### src/rtl/router_input_buffer_if.sv
// rtl/router_input_buffer_if.sv - flit handshake bundle between upstream link, input FIFO and consumer
interface router_input_buffer_if #(
   parameter int DATA_WIDTH = 32
);
   logic [DATA_WIDTH-1:0] data_in;
   logic                  valid_in;
   logic                  ready_out;
   logic [DATA_WIDTH-1:0] data_out;
   logic                  valid_out;
   logic                  read_en;
   logic                  overflow;
   logic                  underflow;

   modport slave (
      input  data_in,
      input  valid_in,
      input  read_en,
      output ready_out,
      output data_out,
      output valid_out,
      output overflow,
      output underflow
   );

   modport master (
      output data_in,
      output valid_in,
      output read_en,
      input  ready_out,
      input  data_out,
      input  valid_out,
      input  overflow,
      input  underflow
   );
endinterface

### src/rtl/router_input_buffer.sv
// rtl/router_input_buffer.sv - per-port FWFT input FIFO with registered, margin-based ready
module router_input_buffer #(
   parameter int DATA_WIDTH   = 32,
   parameter int DEPTH        = 4,
   parameter int READY_MARGIN = 1
) (
   input logic                  clk,
   input logic                  rst,
   router_input_buffer_if.slave bus
);
   localparam int PTR_W = $clog2(DEPTH);
   localparam int CNT_W = PTR_W + 1;

   logic [DATA_WIDTH-1:0] r_mem [DEPTH];
   logic [PTR_W-1:0]      r_wr_ptr;
   logic [PTR_W-1:0]      r_rd_ptr;
   logic [CNT_W-1:0]      r_count;
   logic                  r_ready;
   logic                  r_overflow;
   logic                  r_underflow;

   logic                  w_rd_ok;
   logic                  w_wr_ok;
   logic [CNT_W-1:0]      w_count_next;
   logic [CNT_W-1:0]      w_free_next;

   // A full FIFO still accepts a write when the head is popped on the same edge.
   always_comb begin
      w_rd_ok      = bus.read_en && (r_count != '0);
      w_wr_ok      = bus.valid_in && ((r_count != CNT_W'(DEPTH)) || w_rd_ok);
      w_count_next = r_count;
      if (w_wr_ok && !w_rd_ok) begin
         w_count_next = r_count + CNT_W'(1);
      end else if (!w_wr_ok && w_rd_ok) begin
         w_count_next = r_count - CNT_W'(1);
      end
      w_free_next  = CNT_W'(DEPTH) - w_count_next;
   end

   always_ff @(posedge clk) begin
      if (rst) begin
         r_wr_ptr    <= '0;
         r_rd_ptr    <= '0;
         r_count     <= '0;
         r_ready     <= 1'b0;
         r_overflow  <= 1'b0;
         r_underflow <= 1'b0;
      end else begin
         if (w_wr_ok) begin
            r_wr_ptr <= r_wr_ptr + PTR_W'(1);
         end
         if (w_rd_ok) begin
            r_rd_ptr <= r_rd_ptr + PTR_W'(1);
         end
         r_count <= w_count_next;
         // Margin leaves room for a flit already in flight on a stale ready.
         r_ready <= (w_free_next > CNT_W'(READY_MARGIN));
         if (bus.valid_in && !w_wr_ok) begin
            r_overflow <= 1'b1;
         end
         if (bus.read_en && (r_count == '0)) begin
            r_underflow <= 1'b1;
         end
      end
   end

   always_ff @(posedge clk) begin
      if (!rst && w_wr_ok) begin
         r_mem[r_wr_ptr] <= bus.data_in;
      end
   end

   assign bus.ready_out = r_ready;
   assign bus.valid_out = (r_count != '0);
   assign bus.data_out  = (r_count != '0) ? r_mem[r_rd_ptr] : '0;
   assign bus.overflow  = r_overflow;
   assign bus.underflow = r_underflow;
endmodule

### src/flat_wrapper.sv
// flat-port wrapper written by rule: the top's interface ports become plain ports
module router_input_buffer_flat 
#(
   parameter int DATA_WIDTH   = 32,
   parameter int DEPTH        = 4,
   parameter int READY_MARGIN = 1
)
  (clk, rst, bus_data_in, bus_valid_in, bus_read_en, bus_ready_out, bus_data_out, bus_valid_out, bus_overflow, bus_underflow);
  router_input_buffer_if #(.DATA_WIDTH(DATA_WIDTH)) bus_i ();
  input logic clk;
  input logic rst;
  input wire logic [$bits(bus_i.data_in)-1:0] bus_data_in;
  input wire logic [$bits(bus_i.valid_in)-1:0] bus_valid_in;
  input wire logic [$bits(bus_i.read_en)-1:0] bus_read_en;
  output wire logic [$bits(bus_i.ready_out)-1:0] bus_ready_out;
  output wire logic [$bits(bus_i.data_out)-1:0] bus_data_out;
  output wire logic [$bits(bus_i.valid_out)-1:0] bus_valid_out;
  output wire logic [$bits(bus_i.overflow)-1:0] bus_overflow;
  output wire logic [$bits(bus_i.underflow)-1:0] bus_underflow;
  assign bus_i.data_in = bus_data_in;
  assign bus_i.valid_in = bus_valid_in;
  assign bus_i.read_en = bus_read_en;
  assign bus_ready_out = bus_i.ready_out;
  assign bus_data_out = bus_i.data_out;
  assign bus_valid_out = bus_i.valid_out;
  assign bus_overflow = bus_i.overflow;
  assign bus_underflow = bus_i.underflow;
  router_input_buffer #(.DATA_WIDTH(DATA_WIDTH), .DEPTH(DEPTH), .READY_MARGIN(READY_MARGIN)) u_core (.clk(clk), .rst(rst), .bus(bus_i));
endmodule
### config.mk
export PLATFORM = sky130hd
export DESIGN_NAME = router_input_buffer_flat
export DESIGN_NICKNAME = d
export VERILOG_FILES = /design/src/rtl/router_input_buffer_if.sv /design/src/rtl/router_input_buffer.sv /design/src/flat_wrapper.sv
export SDC_FILE = /design/constraint.sdc
export NUM_CORES = 1
export LEC_CHECK = 0
export ABC_AREA = 0
export BUFFER_PORTS_ARGS = -buffer_cell sky130_fd_sc_hd__buf_2
export CORE_MARGIN = 2
export CORE_UTILIZATION = 62
export DETAILED_ROUTE_END_ITERATION = 7
export PLACE_DENSITY = 0.95
export SYNTH_ARGS = -nofsm -noshare
export SYNTH_HDL_FRONTEND = slang
export SYNTH_SLANG_ARGS = --single-unit
export TNS_END_PERCENT = 10
### constraint.sdc
create_clock -name clk -period 5.45 [get_ports clk]
set_clock_uncertainty 0.1 [all_clocks]
set_input_delay 0 -clock clk [delete_from_list [all_inputs] [get_ports clk]]
set_output_delay 0 -clock clk [all_outputs]
set_load 0.005 [all_outputs]
==> impl_results.md <==
- Outcome: completed
- Synth Cell Area: 0.00559 mm^2
- R2r setup slk: 2.39 ns
- Drt pass-1 iters: 4
- Commonest non-fill, non-tap cell in the layout: edfxtp_1
- Num CTS Buffers: 17
- Post-synth top flop: edfxtp_1
- RSZ-0062 raised after global routing: false
- Top cell family by delay on the critical path: compound AO/OA/AOI/OAI gates
- CP startpoint kind: register
- Placement Cell Area: 0.00602 mm^2
- Final Cycle Share: 56.1%
- Most frequent cells in the layout: edfxtp_1, buf_2, dlygate4sd3_1, and2_1, mux4_2
- Arr. time, crit path: 3.34 ns
- Worst reg2reg path startpoint: u_core.r_count[0]
- Slew Viols, Final: 0
- Tightest Pin Transition: 0.867 ns
- Core area: 0.00872 mm^2
- Fill cell total of the finished layout: 419
- Capturing point of the worst reg2reg path: u_core.bus.ready_out
- Global placer's final weighted congestion: 0.878
- Crit-path slowest cell: inv_2
- Area growth syn-to-layout: 24.9%
- Antenna Cells: 0
- Fin. Hold Viols: 0
- Die area: 0.00980 mm^2
- Chip height: 99.0 um
- Peak supply drop: 0.000277 V
- Initial Utilization: 64.1%
- Finished Cell Area: 0.00698 mm^2
- Nets@finish: 448
- Largest net degree at the start of global routing: 38
- Warnings, synthesis: 0
- CP Capture Type: register
- Setup tns final: 0 ns
- DPL Wire Length: 6030 um
- Drc violations: 0
- DRT Wirelength: 11400 um
- Max Root-Sink Buffers: 2
- Antenna violation net count after detailed routing: 0
- Lkg Pwr: 2.52 nW
- Tmin final: 3.06 ns
- Worst hold endpoint: u_core.r_mem[0][10]
- Net Sw Frac: 23.4%
- First-pass GRT wire length: 17900 um
- Initial antenna violation count: 0
- H-tree lvl count: 4
- Comb power frac: 15.8%
- Die X: 99.0 um
- Seq/Total Area, Yosys: 73.0%
- Internal: 0.00219 W
- Clock root buffer: clkbuf_8
- Crit Path Class: register to register
- Post-CTS Setup Inserts: 0
- CP cell instances: inv_1 > ha_1 > nor2b_4 > inv_2 > a32oi_1 > nor2b_1 > nor3_1 > ha_1 > o41ai_2 > o211ai_1
- Synthesized area per cell: 19.4 um^2
- Yosys reg bits: 140
- Sequential fraction of design power: 44.1%
- Synth unique cells: 38
- Ys async rst share: 0%
- CTS tree: done
- CTS-repair resized insts: 0
- Sink Count: 140
- Area of the multi-input gates: 0.00140 mm^2
- R2R depth: 10
- Post-Syn Instances: 288
- I/O Buffers: 71
- Relative slew slack: 42.2%
- Global Route Usage Sum: 25.4%
- Endpoints failing setup: 0
- Post-synth net total: 333
- Number of primary I/O pins: 72
- GRT overflow: 0
- Vias: 3083
- Wire per inst: 21.8 um
- Via-to-Cell Ratio: 5.88
- Crit path largest cell delay: 0.43 ns
- Most frequent cell on the critical path: ha_1
- Switching pwr: 0.000669 W
- Vias in the first global route: 3287
- Reg area: 0.00409 mm^2
- Clk pwr share: 40.1%
- EDFF count, synth: 128
- Later-pin clock latency in the skew report: 0.51 ns
- CP Max Fanout: 37
- CTS clk-pin slew, worst paths: 0.06 ns
- Worst hold path stage count: 2
- Max_cap viols: 0
- CP bufs+invs: 2
- Fmax: 327 MHz
- Fin Hold WS: 0.140 ns
- Share of layout cells above drive strength 1: 34.9%
- Worst Hold Class: input port to register
- Site Rows: 34
- Pwr/cell area: 410 mW/mm^2
- Hold path startpoint: bus_data_in[10]
- Initial drt markers: 180
- CP required: 5.73 ns
kinds of logic (layout without fill, tap and decap cells):
family / count (synthesis) / count (layout) / share of synthesized area [%]
mux: 35 / 35 / 13.4
buf+inv: 21 / 149 / 1.97
xor+xnor: 3 / 3 / 0.470
flops: 140 / 140 / 73.0
compound gates: 14 / 14 / 1.99
fa+ha+maj: 9 / 9 / 2.01
simple gates: 66 / 66 / 7.11
stage by stage:
| stage | utilization, % | total power [W] | worst slack [ns] | cells |
|---|---|---|---|---|
| after global routing | 80.1 | 0.00296 | 2.18 | 524 |
| after floorplan | - | 0.00155 | 2.88 | 288 |
| after CTS | 80.1 | 0.00286 | 2.48 | 524 |
| after detailed placement | 69.0 | 0.00170 | 2.52 | 455 |
| final | 80.1 | 0.00286 | 2.39 | 524 |
| after global placement | 69.0 | 0.00167 | 2.76 | 455 |
cell type report:
type,instances,share of cell area (%)
repair buffers,109,10.5
clock buffers,19,6.04
well taps,108,1.93
clock inverters,13,2.49
flip-flops and latches,140,58.5
multi-input cells,127,20.1
inverters,8,0.430
power groups by stage:
stage | clock network [W] | logic (W) | registers, W
floorplan | 0 | 0.000294 | 0.00126
global placement | 0 | 0.000399 | 0.00127
detailed placement | 0 | 0.000418 | 0.00128
CTS | 0.00115 | 0.000448 | 0.00126
global route | 0.00120 | 0.000495 | 0.00127
finish | 0.00115 | 0.000451 | 0.00126
state kept, by name, indices dropped and copies added, names as in the netlist, named ones only:
register              cells
u_core.bus.overflow       1
u_core.r_count            3
u_core.r_mem            128
u_core.bus.ready_out      1
u_core.bus.underflow      1
u_core.r_wr_ptr           2
u_core.r_rd_ptr           2
worst reg2reg max path, stage by stage, from the launching register on:
cell and delay (ns):
dfxtp_1 0.40, inv_1 0.14, ha_1 0.33, nor2b_4 0.19
inv_2 0.43, a32oi_1 0.20, nor2b_1 0.24, nor3_1 0.10
ha_1 0.30, o41ai_2 0.37, o211ai_1 0.13
worst max path at each step:
stage                                  from                   end  slack [ns]  cells after the start
after floorplan           u_core.r_count[0]    u_core.r_mem[0][0]        2.88                      6
after global placement    u_core.r_count[0]  u_core.bus.ready_out        2.76                     10
after detailed placement  u_core.r_count[0]  u_core.bus.ready_out        2.52                     10
after CTS                 u_core.r_count[0]  u_core.bus.ready_out        2.48                     10
after global routing      u_core.r_count[0]  u_core.bus.ready_out        2.18                     10
final                     u_core.r_count[0]  u_core.bus.ready_out        2.39                     10
layer usage:
metal | routed length, um | GRT usage (%) | vias to the layer above
met2 | 6190 | 43.9 | 147
met5 | 0 | 0 | -
met3 | 722 | 6.03 | 26
met4 | 274 | 10.1 | 0
met1 | 4250 | 31.2 | 1550
li1 | - | - | 1360
cells in the mapped netlist (2+ instances only):
cell type | n | area [um^2]
nand2b_1 | 3 | 18.8
or3_1 | 2 | 12.5
and2_1 | 38 | 238
nor2_1 | 11 | 41.3
edfxtp_1 | 128 | 3840
buf_1 | 3 | 11.3
ha_1 | 9 | 113
mux2i_1 | 3 | 30.0
buf_6 | 4 | 45.0
inv_1 | 7 | 26.3
dfxtp_1 | 12 | 240
mux4_2 | 32 | 721
clkbuf_1 | 5 | 18.8
xor2_1 | 2 | 17.5
nand2_1 | 2 | 7.51
a21oi_1 | 4 | 20.0
a32oi_1 | 2 | 17.5
repair_timing:
action | 4_1_cts | 5_1_grt
setup endpoints to repair | 0 | 0
hold buffers | 37 | 0
hold endpoints to repair | 140 | 0
Power figures use the tool's default switching activity.
